--- config.mk ---
export PLATFORM = sky130hd
export DESIGN_NAME = avr_io_intc
export DESIGN_NICKNAME = d
export VERILOG_FILES = /design/src/rtl/avr_io_intc.sv
export SDC_FILE = /design/constraint.sdc
export NUM_CORES = 1
export LEC_CHECK = 0
export CORE_MARGIN = 2
export CORE_UTILIZATION = 25
export CTS_CLUSTER_DIAMETER = 80
export DETAILED_ROUTE_END_ITERATION = 6
export PLACE_DENSITY_LB_ADDON = 0.08
export SLEW_MARGIN = 20
export SYNTH_ARGS = -nofsm -noshare
export SYNTH_HDL_FRONTEND = slang
export SYNTH_SLANG_ARGS = --single-unit
--- constraint.sdc ---
create_clock -name clk -period 2.2 [get_ports clk]
set_input_delay 0.33 -clock clk [delete_from_list [all_inputs] [get_ports clk]]
set_output_delay 0.33 -clock clk [all_outputs]
set_load 0.02 [all_outputs]
--- src/rtl/avr_io_intc.sv ---
// avr_io_intc: up to 8-line interrupt controller for avr_core.
// Latches edge/level sources, masks them with IER and GIE, and picks a vector
// by fixed or round-robin priority. The iflag/ivect outputs are registered.
// The next-state values (including same-cycle writes and iack) feed the
// selector, so a register write or an acknowledge takes effect at the same edge.
module avr_io_intc #(
    parameter int N_IRQ      = 4,
    parameter int INTR_WIDTH = 2
) (
    input  logic                  clk,
    input  logic                  rst,
    input  logic                  io_re,
    input  logic                  io_we,
    input  logic [1:0]            io_a,
    input  logic [7:0]            io_do,
    output logic [7:0]            io_di,
    input  logic [N_IRQ-1:0]      irq,
    input  logic                  iack,
    output logic                  iflag,
    output logic [INTR_WIDTH-1:0] ivect
);

    localparam logic [INTR_WIDTH-1:0] PTR_RST = INTR_WIDTH'(N_IRQ - 1);

    logic [N_IRQ-1:0]      ier, imode, edge_pend, irq_q;
    logic                  gie, rr;
    logic [INTR_WIDTH-1:0] rr_ptr;

    logic [N_IRQ-1:0]      ier_nx, imode_nx, edge_pend_nx, pend_nx, act;
    logic [N_IRQ-1:0]      ipr_clr, ack_vec, pend_cur;
    logic                  gie_nx, rr_nx, ack_ok;
    logic [INTR_WIDTH-1:0] rr_ptr_nx, rr_start, sel;
    logic [2*N_IRQ-1:0]    act_rot;
    logic [7:0]            ictrl_rd;

    // Register writes as they will look after this edge.
    always_comb begin
        ier_nx   = ier;
        imode_nx = imode;
        gie_nx   = gie;
        rr_nx    = rr;
        ipr_clr  = '0;
        if (io_we) begin
            case (io_a)
                2'd0:    ier_nx   = io_do[N_IRQ-1:0];
                2'd1:    ipr_clr  = io_do[N_IRQ-1:0];
                2'd2:    imode_nx = io_do[N_IRQ-1:0];
                default: begin
                    gie_nx = io_do[0];
                    rr_nx  = io_do[1];
                end
            endcase
        end
    end

    // Acknowledge only counts while a vector is actually being presented.
    always_comb begin
        ack_ok  = iack & iflag;
        ack_vec = '0;
        for (int i = 0; i < N_IRQ; i++) begin
            if (ack_ok && (int'(ivect) == i)) ack_vec[i] = 1'b1;
        end
        rr_ptr_nx = ack_ok ? ivect : rr_ptr;
    end

    // Pending state after this edge; a new edge beats a same-cycle clear,
    // and level-mode lines never hold a latched edge.
    always_comb begin
        edge_pend_nx = imode_nx & ((irq & ~irq_q) | (edge_pend & ~(ipr_clr | ack_vec)));
        pend_nx      = (imode_nx & edge_pend_nx) | (~imode_nx & irq);
        act          = pend_nx & ier_nx;
    end

    // Vector selection: lowest index, or rotated search starting after rr_ptr.
    always_comb begin
        int  tmp_idx;
        logic found;
        tmp_idx  = 0;
        found    = 1'b0;
        sel      = '0;
        rr_start = (int'(rr_ptr_nx) >= N_IRQ - 1) ? '0 : rr_ptr_nx + INTR_WIDTH'(1);
        act_rot  = {act, act} >> rr_start;
        if (rr_nx) begin
            for (int i = 0; i < N_IRQ; i++) begin
                if (!found && act_rot[i]) begin
                    tmp_idx = int'(rr_start) + i;
                    if (tmp_idx >= N_IRQ) tmp_idx = tmp_idx - N_IRQ;
                    sel   = INTR_WIDTH'(tmp_idx);
                    found = 1'b1;
                end
            end
        end else begin
            for (int i = 0; i < N_IRQ; i++) begin
                if (!found && act[i]) begin
                    sel   = INTR_WIDTH'(i);
                    found = 1'b1;
                end
            end
        end
    end

    // State register update with synchronous reset.
    always_ff @(posedge clk) begin
        if (rst) begin
            ier       <= '0;
            imode     <= '0;
            edge_pend <= '0;
            irq_q     <= '0;
            gie       <= 1'b0;
            rr        <= 1'b0;
            rr_ptr    <= PTR_RST;
            iflag     <= 1'b0;
            ivect     <= '0;
        end else begin
            ier       <= ier_nx;
            imode     <= imode_nx;
            edge_pend <= edge_pend_nx;
            irq_q     <= irq;
            gie       <= gie_nx;
            rr        <= rr_nx;
            rr_ptr    <= rr_ptr_nx;
            iflag     <= gie_nx & (|act);
            ivect     <= sel;
        end
    end

    // Read mux; idles at zero so it can be OR-ed onto the shared bus.
    always_comb begin
        pend_cur    = (imode & edge_pend) | (~imode & irq_q);
        ictrl_rd    = 8'h00;
        ictrl_rd[0] = gie;
        ictrl_rd[1] = rr;
        ictrl_rd[7] = iflag;
        for (int i = 0; i < INTR_WIDTH; i++) begin
            if (i < 3) ictrl_rd[4+i] = ivect[i];
        end
        io_di = 8'h00;
        if (io_re) begin
            case (io_a)
                2'd0:    io_di = 8'(ier);
                2'd1:    io_di = 8'(pend_cur);
                2'd2:    io_di = 8'(imode);
                default: io_di = ictrl_rd;
            endcase
        end
    end

endmodule

* Yosys cells after proc, flatten, opt, wreduce, memory -nomap -nowiden
Cells that the tools add are included.
** Storage, ports and cells
- Output and inout bits :: 11
- Logic and storage cells :: 108
- Register bits after elaboration :: 23
- Input port bits :: 19
** Operators by class
- Equality and inequality tests :: 5
- Reductions and logical operators :: 20
- Bitwise gates (word level) :: 18
- Mux-type cells :: 42
- Magnitude comparators :: 5
- Shift operators :: 1
- $add $sub $neg :: 8
** Operators with widths (number)
- 4-bit bitwise AND :: 8
- 2-bit two-way mux :: 13
- 4-bit two-way mux :: 6
- 8-bit one-hot mux with 3 select lines :: 1
- 1-bit two-way mux :: 21
- 4-bit inverter :: 4
- 4-bit bitwise OR :: 4
- 1-bit logical AND :: 10
- 3-bit >= comparator (second input constant) :: 3
- 8-bit two-way mux :: 1
- 8-bit by 2-bit right shift with 4-bit output :: 1
- 2-bit by 1-bit subtractor with 2-bit output (second input constant) :: 4
- 2-bit by 2-bit adder with 3-bit output (second input constant) :: 2
- 2-bit == test (second input constant) :: 3
- 1-bit zero test :: 6
- 2-bit by 1-bit == test with 1-bit output (second input constant) :: 2
- 2-bit zero test :: 2
- 4-bit OR reduction :: 1
- 2-bit by 1-bit adder with 3-bit output (second input constant) :: 1
- 2-bit by 3-bit >= comparator with 1-bit output (second input constant) :: 1
- 3-bit OR reduction :: 1
- 2-bit by 1-bit adder with 2-bit output (second input constant) :: 1
- 1-bit bitwise AND :: 2
- 2-bit >= comparator (second input constant) :: 1

* Logic depth before layout (Yosys ltp)
- Depth after elaboration :: 26
- Mapped depth :: 8
- Depth with buffers taken out :: 7

* Least setup slack after synthesis
Ideal clock, no wire load.
- Kind :: input -> register
- Start point :: input io_a[1]
- End point :: register ivect[0]
- Path slack :: 0.151 ns
- Path buffers :: 1
- Data arrival time :: 1.912 ns
- Library setup time :: 0.137 ns
- Cell stages on the path :: 8
- Required time :: 2.063 ns
- Path through :: buf_2 > nor3b_4 > mux2i_1 > inv_1 > a31oi_2 > nor2b_1 > o31ai_1 > a221oi_2
** On the way
- Longest elaborated chain between the ends :: 26
- Elaborated cells between the ends (all ways) :: 55
- Those cells by class :: 2 x eq/ne; 1 x shift; 28 x mux; 10 x bitwise; 14 x reduce/logical
** RTL lines
- from (decl) :: line 14 : input logic [1:0] io_a,
- 2-bit by 1-bit == test with 1-bit output :: line 44 : case (io_a)
- 4-bit two-way mux :: line 44
- 4-bit two-way mux :: line 43 : if (io_we) begin
- 4-bit bitwise OR :: line 69 : edge_pend_nx = imode_nx & ((irq & ~irq_q) | (edge_pend & ~(ipr_clr | ack_vec)));
- 4-bit inverter :: line 69
- 4-bit bitwise AND :: line 69
- 4-bit bitwise OR :: line 69
- 4-bit bitwise AND :: line 69
- [10 not listed]
- 1-bit zero test :: line 85 : if (!found && act_rot[i]) begin
- 1-bit logical AND :: line 85
- 1-bit two-way mux :: line 85
- 1-bit two-way mux :: line 83 : if (rr_nx) begin
- 1-bit zero test :: line 85
- 1-bit logical AND :: line 85
- 2-bit two-way mux :: line 85
- 2-bit two-way mux (*) :: line 83
- to (signal assigned) :: line 123 : ivect <= sel;
- to (decl) :: line 20 : output logic [INTR_WIDTH-1:0] ivect
Mark *: on every way between the ends. The rest lies on a longest branch, timed or not. The select of a mux whose other input is x is not followed.
A chain may end at the register's enable or synchronous reset.

* Worst setup path in the final report
- Start point :: input io_a[0]
- End point :: register ivect[0]
Same word-level chain as after synthesis.

==> qor.csv <==
stage,metric,value,unit
status,status,"complete, no violations",
worst_setup_path,Required @ worst endpoint,2.39,ns
final_layout,layout cells sized above 1,27.2,%
drt,DRT Pass-1 Iters,4,
synthesis,register area share after synthesis,32.5,%
placed_design,Post-Place Setup Slack,-0.446,ns
synthesis,dominant synthesized flop cell,dfxtp_1,
worst_setup_path,worst r2r src,iflag$_SDFF_PP0_,
worst_setup_path,max incr delay on CP,0.33,ns
synthesis,YS warnings,0,
final_layout,Final Util,37.0,%
worst_hold_path,Worst Hold Depth,3,
grt,GR peak layer,met2,
synthesis,share of the synthesized area in the top cell type,32.5,%
floorplan,core area,5510,sq um
clocking,CTS buffer count,3,
grt,met2 Usage GRT,24.2,%
placed_design,RePlAce Congestion,0.820,
worst_setup_path,crit end category,flip-flop,
floorplan,# IOs,30,
synthesis,number of synthesized flops with an enable pin,0,
final_layout,Synth-to-Final Area Change,43.5,%
synthesis,Yosys reg bits,23,
clocking,Worst-Skew Late Latency,0.27,ns
final_layout,layout net count,237,
floorplan,die extent in x,79.3,um
clocking,Setup Buffers After CTS,0,
placed_design,placed inst area,1960,sq um
grt,number of global-route vias before repair,1404,
drt,WL final,4230,um
grt,met3 Track Usage GR,1.48,%
timing,final worst-path cycle share,93.8,%
worst_setup_path,reg2reg setup slack,0.42,ns
clocking,CTS root buffer,clkbuf_8,
power,maximum vdd drop,0.000194,V
timing,final setup fails,0,
clocking,clock slew at reported path FFs,0.09,ns
timing,Fin. Hold Viols,0,
synthesis,Post-synth ARST share,0,%
flow_run,max-capacitance violation count,0,
final_layout,most frequent cells in the layout,"33 x buf_4, 23 x dfxtp_1, 18 x nor2_1",
worst_setup_path,critical path's slowest cell,mux2_2,
clocking,CTS tree,done,
drt,Initial DRC Count,50,
worst_setup_path,worst setup path endpoint,ivect[0]$_SDFF_PP0_,
floorplan,Rows,27,
synthesis,largest area contributor in the netlist,dfxtp_1,
worst_setup_path,critical path type,input pin to flip-flop,
synthesis,Synth Instances,162,
clocking,Hold Buf Count CTS,0,
worst_setup_path,CP Max Fanout,7,
worst_setup_path,critical-path cell list,"dlygate4sd2_1, nor3b_4, buf_6, buf_4, mux2_2, o211ai_1, o21ai_2, o221ai_1, o31ai_1, a221oi_2",
clocking,clock buffer depth,2,
worst_setup_path,Setup crit start kind,input pin,
worst_hold_path,Hold Crit Class,flip-flop to flip-flop,
worst_setup_path,CP arrival,2.25,ns
floorplan,Die Y,79.3,um
worst_setup_path,Critical R2R Capture,ivect[0]$_SDFF_PP0_,
placed_design,hpwl dp,3310,um
synthesis,largest cells by area after synthesis,"dfxtp_1 32%, mux2i_1 7.8%, nor2b_1 4.9%",
timing,unrepaired setup endpoints after global routing,false,
timing,fmax,485,MHz
grt,initial antenna violation count,0,
clocking,CTS sink cnt,23,
timing,Final min period,2.06,ns
final_layout,"commonest non-fill, non-tap cell in the layout",buf_4,
grt,GR Util met1,18.4,%
drt,Vias/cell,4.76,
synthesis,post-synth net total,181,
grt,GRT Util Overall,14.1,%
timing,"Slew Viols, Final",0,
synthesis,syn avg cell area,8.76,sq um
clocking,H-Tree Depth,1,
final_layout,Final Instance Area,2040,sq um
final_layout,Diodes inserted,0,
floorplan,die area,6290,sq um
worst_setup_path,Critical path origin,io_a[0],
timing,Layout Skew,0.0122,ns
power,total power,0.000909,W
timing,PnR worst setup slack,0.137,ns
grt,global-route wire length before repair,6980,um
grt,global route total overflow,0,
placed_design,number of port buffers,24,
synthesis,cell area after synthesis,1420,sq um
drt,DR vias,1377,
drt,Routed WL per cell,14.6,um
synthesis,synth unique cells,49,
worst_setup_path,R2R depth,7,
floorplan,Starting Density,25.8,%
power,Power per Cell Area,447,nW/um^2
drt,ANT nets after route,0,
power,Static Leak,0.859,nW
grt,largest net degree at the start of global routing,22,
drt,Residual DRC,0,
==> registers in the layout, indices dropped and copies added (netlist names), 2 cells and up, named ones only <==
signal and count:
irq_q 4, rr_ptr 2, ier 4, edge_pend 4, imode 4
==> synthesized netlist by cell type (2+ instances only) <==
master and n:
and3_1 4, a211oi_1 5, mux2_2 2, nor2_1 18, inv_1 6, buf_2 2, nand2b_1 8, and2_1 2
o311ai_1 2, buf_4 2, nor3_2 2, mux2i_1 11, dfxtp_1 23, mux2_1 2, nor2b_1 11, nand4b_1 4
o211ai_1 4, a21oi_1 5, nand2_1 13, clkbuf_1 3, o21ai_0 5
==> critical path, delay by kind of cell <==
kind | cells | cell delay [ns]
muxes | 1 | 0.33
and+or+nand+nor | 1 | 0.23
buffers and inverters | 3 | 0.52
AOI/OAI and AO/OA | 5 | 0.83
==> cell families (layout without fill, tap and decap cells) <==
logic type,count (synthesis),after routing,synth area share (%)
other,1,1,0.264
AND/OR/NAND/NOR,67,67,27.1
flip-flops,23,23,32.5
buffers and inverters,14,69,4.94
AO/OA/AOI/OAI,40,40,21.8
multiplexers,17,17,13.5
==> cell type report <==
class / instances / area (sq um)
sequential: 23 / 460
clock buffer: 3 / 41.3
tap: 72 / 90.1
timing repair buffer: 59 / 504
multi-input combinational: 125 / 912
inverter: 6 / 22.5
clock inverter: 1 / 5.00
fill: 581 / 3470
==> power breakdown <==
group | internal, W | switching, W | total (W) | leakage (nW)
Sequential | 0.000430 | 0.0000101 | 0.000440 | 0.188
Combinational | 0.000104 | 0.0000976 | 0.000202 | 0.646
Clock | 0.000126 | 0.000141 | 0.000268 | 0.0255
==> metrics by stage <==
| stage | hold WS, ns | TNS (ns) | cells |
|---|---|---|---|
| floorplan | 0.426 | 0 | 162 |
| global placement | 0.542 | -3.35 | 285 |
| detailed placement | 0.552 | -3.46 | 285 |
| CTS | 0.566 | 0 | 289 |
| global route | 0.589 | 0 | 289 |
| finish | 0.557 | 0 | 289 |
==> layer usage <==
metal,wire length (um),share of wire (%),vias up
li1,-,-,693
met1,2010,48,657
met2,2060,49,25
met3,112,2.6,2
met4,40,0.95,0
met5,0,0,-
==> timing repair <==
item | in CTS | in global routing
pin swaps | 3 | 0
resized for setup | 25 | 1
endpoints found under the setup margin | 10 | 1
==> how the worst min path moves through the flow <==
stage,to,start,slack [ns]
floorplan,rr$_SDFF_PP0_,rst,0.43
global route,gie$_SDFF_PP0_,gie$_SDFF_PP0_,0.59
CTS,edge_pend[0]$_SDFF_PP0_,irq_q[0]$_SDFF_PP0_,0.57
finish,edge_pend[0]$_SDFF_PP0_,irq_q[0]$_SDFF_PP0_,0.56
global placement,edge_pend[3]$_SDFF_PP0_,irq_q[3]$_SDFF_PP0_,0.54
detailed placement,edge_pend[0]$_SDFF_PP0_,irq_q[0]$_SDFF_PP0_,0.55
(Power assumes the default switching activity.)
